`config.mk`:
```
export PLATFORM = sky130hd
export DESIGN_NAME = wdt_cfg_sequencer
export DESIGN_NICKNAME = d
export VERILOG_FILES = /design/src/rtl/wdt_cfg_sequencer.sv
export SDC_FILE = /design/constraint.sdc
export NUM_CORES = 1
export LEC_CHECK = 0
export ABC_AREA = 1
export CAP_MARGIN = 20
export CORE_AREA = 4 4 120 122
export CTS_CLUSTER_DIAMETER = 120
export DETAILED_ROUTE_END_ITERATION = 12
export DIE_AREA = 0 0 124 126
export HOLD_SLACK_MARGIN = 0.12
export PLACE_DENSITY = 0.75
export SLEW_MARGIN = 20
export SYNTH_ARGS = -nofsm -noshare
export SYNTH_HDL_FRONTEND = slang
export SYNTH_SLANG_ARGS = --single-unit
```
`constraint.sdc`:
```
create_clock -name clk -period 4.1 [get_ports clk]
set_input_delay 0.82 -clock clk [delete_from_list [all_inputs] [get_ports clk]]
set_output_delay 0.82 -clock clk [all_outputs]
set_load 0.05 [all_outputs]
```
`src/rtl/wdt_cfg_sequencer.sv`:
```
// wdt_cfg_sequencer: arbitrates disable/enable/kick/auto-kick requests and
// issues each one as a series of single-beat AXI writes to the watchdog slave.
module wdt_cfg_sequencer #(
    parameter logic [31:0] WDT_BASE    = 32'h1001_0000,
    parameter int unsigned KICK_PERIOD = 1000,
    parameter logic [7:0]  MST_ID      = 8'h00
) (
    input  logic        clk,
    input  logic        rst,
    input  logic        req_en,
    input  logic [31:0] req_tocnt,
    input  logic        req_dis,
    input  logic        req_kick,
    input  logic        auto_kick_en,
    output logic        busy,
    output logic        wd_on,
    output logic        done,
    output logic        err,
    output logic [7:0]  AWID_M,
    output logic [31:0] AWADDR_M,
    output logic [3:0]  AWLEN_M,
    output logic [2:0]  AWSIZE_M,
    output logic [1:0]  AWBURST_M,
    output logic        AWVALID_M,
    input  logic        AWREADY_M,
    output logic [31:0] WDATA_M,
    output logic [3:0]  WSTRB_M,
    output logic        WLAST_M,
    output logic        WVALID_M,
    input  logic        WREADY_M,
    input  logic [7:0]  BID_M,
    input  logic [1:0]  BRESP_M,
    input  logic        BVALID_M,
    output logic        BREADY_M
);
    typedef enum logic [1:0] {S_IDLE, S_AW, S_W, S_B} state_t;
    typedef enum logic [1:0] {K_DIS, K_EN, K_KICK, K_AUTO} kind_t;

    state_t      state_q, state_d;
    kind_t       kind_q, kind_d;
    logic        step_q, step_d;
    logic        p_dis_q, p_en_q, p_kick_q, p_auto_q;
    logic        clr_dis, clr_en, clr_kick, clr_auto;
    logic        load, fin, accept, run, hit, wd_on_d;
    logic [11:0] off;
    logic [31:0] addr_q, addr_d, data_q, data_d, tocnt_q, cnt_q, cnt_d;
    logic        wd_on_q, done_q, err_q;
    logic        unused_bid;

    assign unused_bid = ^BID_M;

    always_comb begin
        state_d  = state_q;
        kind_d   = kind_q;
        step_d   = step_q;
        load     = 1'b0;
        fin      = 1'b0;
        clr_dis  = 1'b0;
        clr_en   = 1'b0;
        clr_kick = 1'b0;
        clr_auto = 1'b0;
        case (state_q)
            S_IDLE: begin
                if (p_dis_q) begin
                    clr_dis = 1'b1;
                    kind_d  = K_DIS;
                end else if (p_en_q) begin
                    clr_en = 1'b1;
                    kind_d = K_EN;
                end else if (p_kick_q) begin
                    clr_kick = 1'b1;
                    kind_d   = K_KICK;
                end else if (p_auto_q) begin
                    clr_auto = 1'b1;
                    kind_d   = K_AUTO;
                end
                // a kick that outlived the enable (e.g. after a disable) is discarded here
                load    = p_dis_q | p_en_q | ((p_kick_q | p_auto_q) & wd_on_q);
                state_d = load ? S_AW : S_IDLE;
                step_d  = 1'b0;
            end
            S_AW: state_d = AWREADY_M ? S_W : S_AW;
            S_W:  state_d = WREADY_M ? S_B : S_W;
            S_B: begin
                if (BVALID_M) begin
                    fin     = (kind_q == K_DIS) || step_q;
                    load    = !fin;
                    step_d  = 1'b1;
                    state_d = fin ? S_IDLE : S_AW;
                end
            end
            default: state_d = S_IDLE;
        endcase
    end

    always_comb begin
        off     = kind_d == K_DIS ? 12'h100 : kind_d == K_EN ? (step_d ? 12'h100 : 12'h300) : 12'h200;
        addr_d  = load ? WDT_BASE + {20'd0, off} : addr_q;
        data_d  = !load ? data_q : kind_d == K_DIS ? 32'd0 :
                  kind_d == K_EN ? (step_d ? 32'd1 : tocnt_q) : {31'd0, ~step_d};
        accept  = wd_on_q | p_en_q | (state_q != S_IDLE && kind_q == K_EN);
        run     = wd_on_q & auto_kick_en & (KICK_PERIOD != 0);
        hit     = run & ~(fin & kind_q != K_DIS) & (cnt_q == 32'(KICK_PERIOD - 32'd1));
        cnt_d   = (!run || (fin && kind_q != K_DIS) || hit) ? 32'd0 : cnt_q + 32'd1;
        wd_on_d = !fin ? wd_on_q : kind_q == K_EN ? 1'b1 : kind_q == K_DIS ? 1'b0 : wd_on_q;
    end

    always_ff @(posedge clk) begin
        if (rst) begin
            state_q  <= S_IDLE;
            kind_q   <= K_DIS;
            step_q   <= 1'b0;
            p_dis_q  <= 1'b0;
            p_en_q   <= 1'b0;
            p_kick_q <= 1'b0;
            p_auto_q <= 1'b0;
            addr_q   <= 32'd0;
            data_q   <= 32'd0;
            tocnt_q  <= 32'd0;
            cnt_q    <= 32'd0;
            wd_on_q  <= 1'b0;
            done_q   <= 1'b0;
            err_q    <= 1'b0;
        end else begin
            state_q  <= state_d;
            kind_q   <= kind_d;
            step_q   <= step_d;
            p_dis_q  <= (p_dis_q & ~clr_dis) | req_dis;
            p_en_q   <= (p_en_q & ~clr_en) | (req_en & ~req_dis);
            p_kick_q <= (p_kick_q & ~clr_kick) | (req_kick & accept);
            p_auto_q <= (p_auto_q & ~clr_auto) | hit;
            addr_q   <= addr_d;
            data_q   <= data_d;
            tocnt_q  <= req_en ? req_tocnt : tocnt_q;
            cnt_q    <= cnt_d;
            wd_on_q  <= wd_on_d;
            done_q   <= fin;
            err_q    <= state_q == S_B && BVALID_M && BRESP_M != 2'b00;
        end
    end

    assign busy      = state_q != S_IDLE;
    assign wd_on     = wd_on_q;
    assign done      = done_q;
    assign err       = err_q;
    assign AWID_M    = MST_ID;
    assign AWADDR_M  = addr_q;
    assign AWLEN_M   = 4'd0;
    assign AWSIZE_M  = 3'b010;
    assign AWBURST_M = 2'b01;
    assign AWVALID_M = state_q == S_AW;
    assign WDATA_M   = data_q;
    assign WSTRB_M   = 4'hF;
    assign WVALID_M  = state_q == S_W;
    assign WLAST_M   = state_q == S_W;
    assign BREADY_M  = state_q == S_B;
endmodule

```
==> results.json, run 1 <==
{
  "status": "complete, no violations",
  "syn2layout_area_growth_pct": 17.4,
  "synthTopCellsByArea": "dfxtp_1 (38%), nand2_1 (14%), nor2_1 (9.8%)",
  "nFillCells": 1320,
  "async_flop_share_pct": 0,
  "place_congestion": 0.890,
  "initial_core_util_pct": 44.8,
  "switchingPower_w": 0.00102,
  "ant_nets": 0,
  "topRoutingLayerUsed": "met4",
  "sequentialPowerShare_pct": 40.9,
  "yosysTopAreaCellShare_pct": 37.6,
  "dp_hpwl_mm": 9.25,
  "coreArea_mm2": 0.0132,
  "fin_crit_ns": 2.87,
  "fin_tns_setup_ns": 0,
  "instances_no_fill": 1152,
  "power.internal_w": 0.00191,
  "synth_edf_count": 0,
  "die_area_mm2": 0.0156,
  "syn_inst": 906,
  "drt_iter0_markers": 340,
  "hold_buffers": 0,
  "diodes": 0,
  "critPathArrivalTime_ns": 2.05,
  "cap_violations": 0,
  "p_leak_nw": 2.96,
  "yosys_warnings": 0,
  "grt_use_total_pct": 17.2,
  "worst-path-buf-inv": 3,
  "h-tree-depth": 3,
  "firstDrtPassIters": 5,
  "clk_path_buf_depth": 2,
  "die_h_um": 126,
  "port_buffers": 86,
  "r2r_setup_slack_ns": 1.93,
  "yosysUniqueCellTypes": 36,
  "maxSlewViolCount": 0,
  "p_comb_share_pct": 28.1,
  "hold_class": "register to register",
  "yosys-top-cells-count": "nand2_1 (221), nor2_1 (154), inv_1 (133)",
  "cpLargestDelayFamily": "buffers and inverters",
  "grt_overflow_total": 0,
  "clk_pin_slew_ns": 0.07,
  "fp.dieW_um": 124,
  "rsz0062_at_grt": "false",
  "ys_seq_elements": 111,
  "cts_resized": 0,
  "path_cells": "inv_1, ha_1, inv_2, clkdlybuf4s50_1",
  "cts_made_buffers": 9,
  "power_frac_clock_pct": 30.9,
  "drive_gt1_share_pct": 4.82,
  "yosysSeqAreaShare_pct": 37.6,
  "route.met2.wl_mm": 6.25,
  "yosysMostFrequentCell": "nand2_1",
  "synth_area_leader_cell": "dfxtp_1",
  "ff_latch_area_mm2": 0.00222,
  "grt_pass1_vias": 4769,
  "cts_tree": "yes",
  "slowest_stage": "clkdlybuf4s50_1",
  "multi_input_area_mm2": 0.00278,
  "insertion_delay_ns": 0.35,
  "skew_ns": 0.00671,
  "wl_met1_mm": 6.00,
  "slew_headroom_pct": 42.1,
  "antenna_found_initial": 0,
  "post-cts-setup-buffers": 0,
  "worst_slew_pin_slew_ns": 0.862,
  "wire_per_inst_um": 11.5,
  "max_freq_mhz": 348,
  "ir_drop_v": 0.000243,
  "nets": 1027,
  "cts_root_buf": "clkbuf_16",
  "ys.flop_type": "dfxtp_1",
  "placed_cells": 1136,
  "critical_path.max_fanout": 5,
  "grt_max_degree": 69,
  "slowest_delay_ns": 0.81,
  "vias_per_cell": 4.52,
  "cellPowerDensity_mw_per_mm2": 421,
  "syn_area_mm2": 0.00591,
  "num_rows": 42,
  "required_ns": 3.28,
  "setup.worst_path.class": "register to primary output",
  "wl_mm": 13.3,
  "setup_violations": 0,
  "cts_sinks": 111,
  "sw_frac_of_total_pct": 34.8,
  "period_share_pct": 70.0,
  "syn_avg_cell_area_um2": 6.52,
  "wl_met3_um": 826,
  "drc": 0,
  "vias": 5210,
  "hold_viol": 0,
  "ioPinCount": 144,
  "end_kind": "primary output",
  "crit_path_start_kind": "register",
  "grt_pass1_wl_mm": 22.0
}
## cell type report
| type | instances | share of cell area (%) |
|---|---|---|
| clock buffers | 11 | 3.64 |
| clock inverters | 5 | 0.812 |
| inverters | 138 | 7.50 |
| multi-input cells | 621 | 40.0 |
| flip-flops and latches | 111 | 32.0 |
| well taps | 176 | 3.17 |
| repair buffers | 90 | 12.8 |
## stage by stage
step	instance area (µm²)	hold slack [ns]	power [W]	utilization [%]	setup WS, ns
2_1_floorplan	6090	0.430	0.00188	-	2.10
3_3_place_gp	6630	0.442	0.00204	50.3	1.22
3_5_place_dp	6630	0.447	0.00204	50.3	1.19
4_1_cts	6940	0.458	0.00295	52.6	1.21
5_1_grt	6940	0.478	0.00307	52.6	1.13
6_report	6940	0.456	0.00292	52.6	1.23
## power by group through the flow
stage	clock network, W	logic (W)	registers (W)
after detailed placement	0	0.000822	0.00122
after CTS	0.000926	0.000827	0.00120
final	0.000904	0.000822	0.00120
after global placement	0	0.000817	0.00122
after floorplan	0	0.000482	0.00140
after global routing	0.000967	0.000900	0.00121
## logic make-up after synthesis
group                    after synthesis  synth area share (%)
buffers and inverters                221                  18.4
AO/OA/AOI/OAI                        102                  8.94
adder cells (fa/ha/maj)                5                  1.06
XOR/XNOR                              11                  1.63
flip-flops                           111                  37.6
AND/OR/NAND/NOR                      454                  32.2
other                                  2                 0.127
## state kept, by name, summed over array words and instances, names as in the netlist, 2 cells and up, named ones only
signal	cells
AWADDR_M	3
WDATA_M	32
cnt_q	32
kind_q	2
tocnt_q	32
## path summary, 6_finish.rpt
path,endpoint,startpoint,cells past startpoint
setup / recovery,busy,state_q[0]$_SDFFE_PP0P_,4
hold / removal,tocnt_q[24]$_SDFFE_PP0P_,tocnt_q[24]$_SDFFE_PP0P_,2
setup reg to reg,cnt_q[23]$_SDFF_PP0_,cnt_q[0]$_SDFF_PP0_,9
hold reg to reg,tocnt_q[24]$_SDFFE_PP0P_,tocnt_q[24]$_SDFFE_PP0P_,2
## worst min-delay path, cell delays in order (launching register included)
cell and delay [ns]:
dfxtp_1 0.30, inv_1 0.06, a21oi_1 0.06
## placed cells by master (no fill, tap or decap), types with 2 or more instances in the layout
cell type,instances
conb_1,49
xnor2_1,7
a21oi_1,56
clkinv_2,2
nand4_1,5
nand2_1,221
nand2_2,4
dfxtp_1,111
ha_1,5
o211ai_1,2
clkdlybuf4s50_1,86
nand3_1,38
nor2_4,3
inv_2,4
clkbuf_8,2
inv_1,132
clkbuf_16,9
nand3b_1,13
xor2_1,4
nor2_2,9
buf_4,4
nor2_1,154
o21ai_0,40
## metal layers
| layer | up-vias | GRT usage (%) |
|---|---|---|
| met3 | 12 | 3.72 |
| met1 | 2285 | 22.8 |
| li1 | 2773 | - |
| met5 | - | 0 |
| met2 | 140 | 27.7 |
| met4 | 0 | 5.99 |
(Power assumes the default switching activity.)
==> run 2, diff against run 1 <==
==> constraint.sdc (replaced) <==
create_clock -name clk -period 2.7 [get_ports clk]
set_input_delay 0.54 -clock clk [delete_from_list [all_inputs] [get_ports clk]]
set_output_delay 0.54 -clock clk [all_outputs]
set_load 0.05 [all_outputs]
==> results.json, run 2 (same netlist as run 1, synthesis figures left out) <==
{
  "firstDrtPassIters": 4,
  "max_freq_mhz": 386,
  "drt_iter0_markers": 263,
  "slew_headroom_pct": 51.4,
  "syn2layout_area_growth_pct": 18.0,
  "hold_class": "register to register",
  "grt_use_total_pct": 17.2,
  "layout_commonest_cell": "nand2_1",
  "antenna_found_initial": 0,
  "cellPowerDensity_mw_per_mm2": 639,
  "skew_ns": 0.00759,
  "r2r_cells": 10,
  "drive_gt1_share_pct": 5.01,
  "nets": 1029,
  "grt_pass1_vias": 4705,
  "critPathArrivalTime_ns": 2.05,
  "coreArea_mm2": 0.0132,
  "ir_drop_v": 0.000385,
  "period_share_pct": 95.9,
  "cts_root_buf": "clkbuf_16",
  "cts_resized": 0,
  "setup.worst_path.class": "register to primary output",
  "hold_start": "tocnt_q[4]$_SDFFE_PP0P_",
  "worst-path-buf-inv": 3,
  "wire_per_inst_um": 11.7,
  "ant_nets": 0,
  "clk_pin_slew_ns": 0.07,
  "drc": 0,
  "die_h_um": 126,
  "place_congestion": 0.906,
  "end_kind": "primary output",
  "whs_path_depth": 2,
  "required_ns": 2.16,
  "grt_overflow_total": 0,
  "p_leak_nw": 2.98,
  "slowest_delay_ns": 0.81,
  "final_cell_mix": "nand2_1 (221), nor2_1 (154), inv_1 (132), dfxtp_1 (111), clkdlybuf4s50_1 (86)",
  "dp_hpwl_mm": 9.21,
  "status": "complete, no violations",
  "fin_tns_setup_ns": 0,
  "rsz0062_at_grt": "false",
  "hold_viol": 0,
  "cts_tree": "yes",
  "initial_core_util_pct": 44.8,
  "clk_path_buf_depth": 2,
  "worst_slew_pin_slew_ns": 0.727,
  "r2r-start": "state_q[0]$_SDFFE_PP0P_",
  "worstReg2RegEnd": "AWADDR_M[9]$_SDFFE_PP0P_",
  "crit_path_start_kind": "register",
  "hold_buffers": 0,
  "cts_made_buffers": 9,
  "cpLargestDelayFamily": "buffers and inverters",
  "num_rows": 42,
  "h-tree-depth": 3,
  "fp.dieW_um": 124,
  "cts_sinks": 111,
  "vias": 5232,
  "fin_crit_ns": 2.59,
  "port_buffers": 86,
  "critical_path.max_fanout": 5,
  "r2r_setup_slack_ns": 0.66,
  "slowest_stage": "clkdlybuf4s50_1",
  "post-cts-setup-buffers": 0,
  "vias_per_cell": 4.53,
  "grt_pass1_wl_mm": 22.0,
  "diodes": 0,
  "wl_mm": 13.4,
  "fin_util_pct": 52.9,
  "cap_violations": 0,
  "die_area_mm2": 0.0156,
  "setup_violations": 0,
  "maxSlewViolCount": 0,
  "insertion_delay_ns": 0.35,
  "path_cells": "inv_1, ha_1, inv_2, clkdlybuf4s50_1",
  "ioPinCount": 144,
  "min_to": "tocnt_q[4]$_SDFFE_PP0P_",
  "grt_max_degree": 69
}
run 2: final cells by class:
class                   count  area, µm²
fillers                  1341       6220
flip-flops and latches    111       2220
multi-input cells         621       2780
well taps                 176        220
inverters                 138        520
repair buffers             92        931
clock buffers               9        225
clock inverters             7       80.1
run 2: per-layer routing:
| metal | global-route usage (%) | part of all wire, % | vias to the layer above |
|---|---|---|---|
| li1 | - | - | 2776 |
| met1 | 23.5 | 47 | 2328 |
| met2 | 26.9 | 46 | 119 |
| met3 | 4.22 | 6.2 | 9 |
| met4 | 5.35 | 0.91 | 0 |
| met5 | 0 | 0 | - |
run 2: worst max-delay path by stage:
stage / start / to / slack (ns) / depth (start not counted)
after floorplan: state_q[0]$_SDFFE_PP0P_ / WDATA_M[2]$_SDFFE_PP0P_ / 0.86 / 11
after global placement: BVALID_M / WDATA_M[10]$_SDFFE_PP0P_ / 0.48 / 10
after detailed placement: BVALID_M / WDATA_M[31]$_SDFFE_PP0P_ / 0.47 / 10
after CTS: state_q[0]$_SDFFE_PP0P_ / busy / 0.09 / 4
after global routing: state_q[0]$_SDFFE_PP0P_ / busy / 0.05 / 4
final: state_q[0]$_SDFFE_PP0P_ / busy / 0.11 / 4
run 2: worst reg2reg max path: cells and delay by family, from the launching register on:
| family | cells | cell delay [ns] |
|---|---|---|
| buffers and inverters | 3 | 0.36 |
| adders and majority gates | 1 | 0.30 |
| and+or+nand+nor | 6 | 0.98 |
| DFF | 1 | 0.35 |
run 2: where the power goes:
group / internal [W] / leakage [nW] / switching [W]
Combinational: 0.000374 / 1.92 / 0.000880
Clock: 0.000732 / 0.148 / 0.000650
Sequential: 0.00176 / 0.909 / 0.0000607
Total: 0.00287 / 2.98 / 0.00159
run 2: stage by stage:
step	area [µm²]	std cells	setup WS [ns]	hold WS, ns	power [W]
5_1_grt	6970	1154	0.0515	0.474	0.00469
3_5_place_dp	6670	1138	0.471	0.445	0.00311
4_1_cts	6970	1154	0.0905	0.456	0.00449
3_3_place_gp	6670	1138	0.477	0.442	0.00310
6_report	6970	1154	0.111	0.455	0.00446
2_1_floorplan	6090	953	0.856	0.430	0.00286
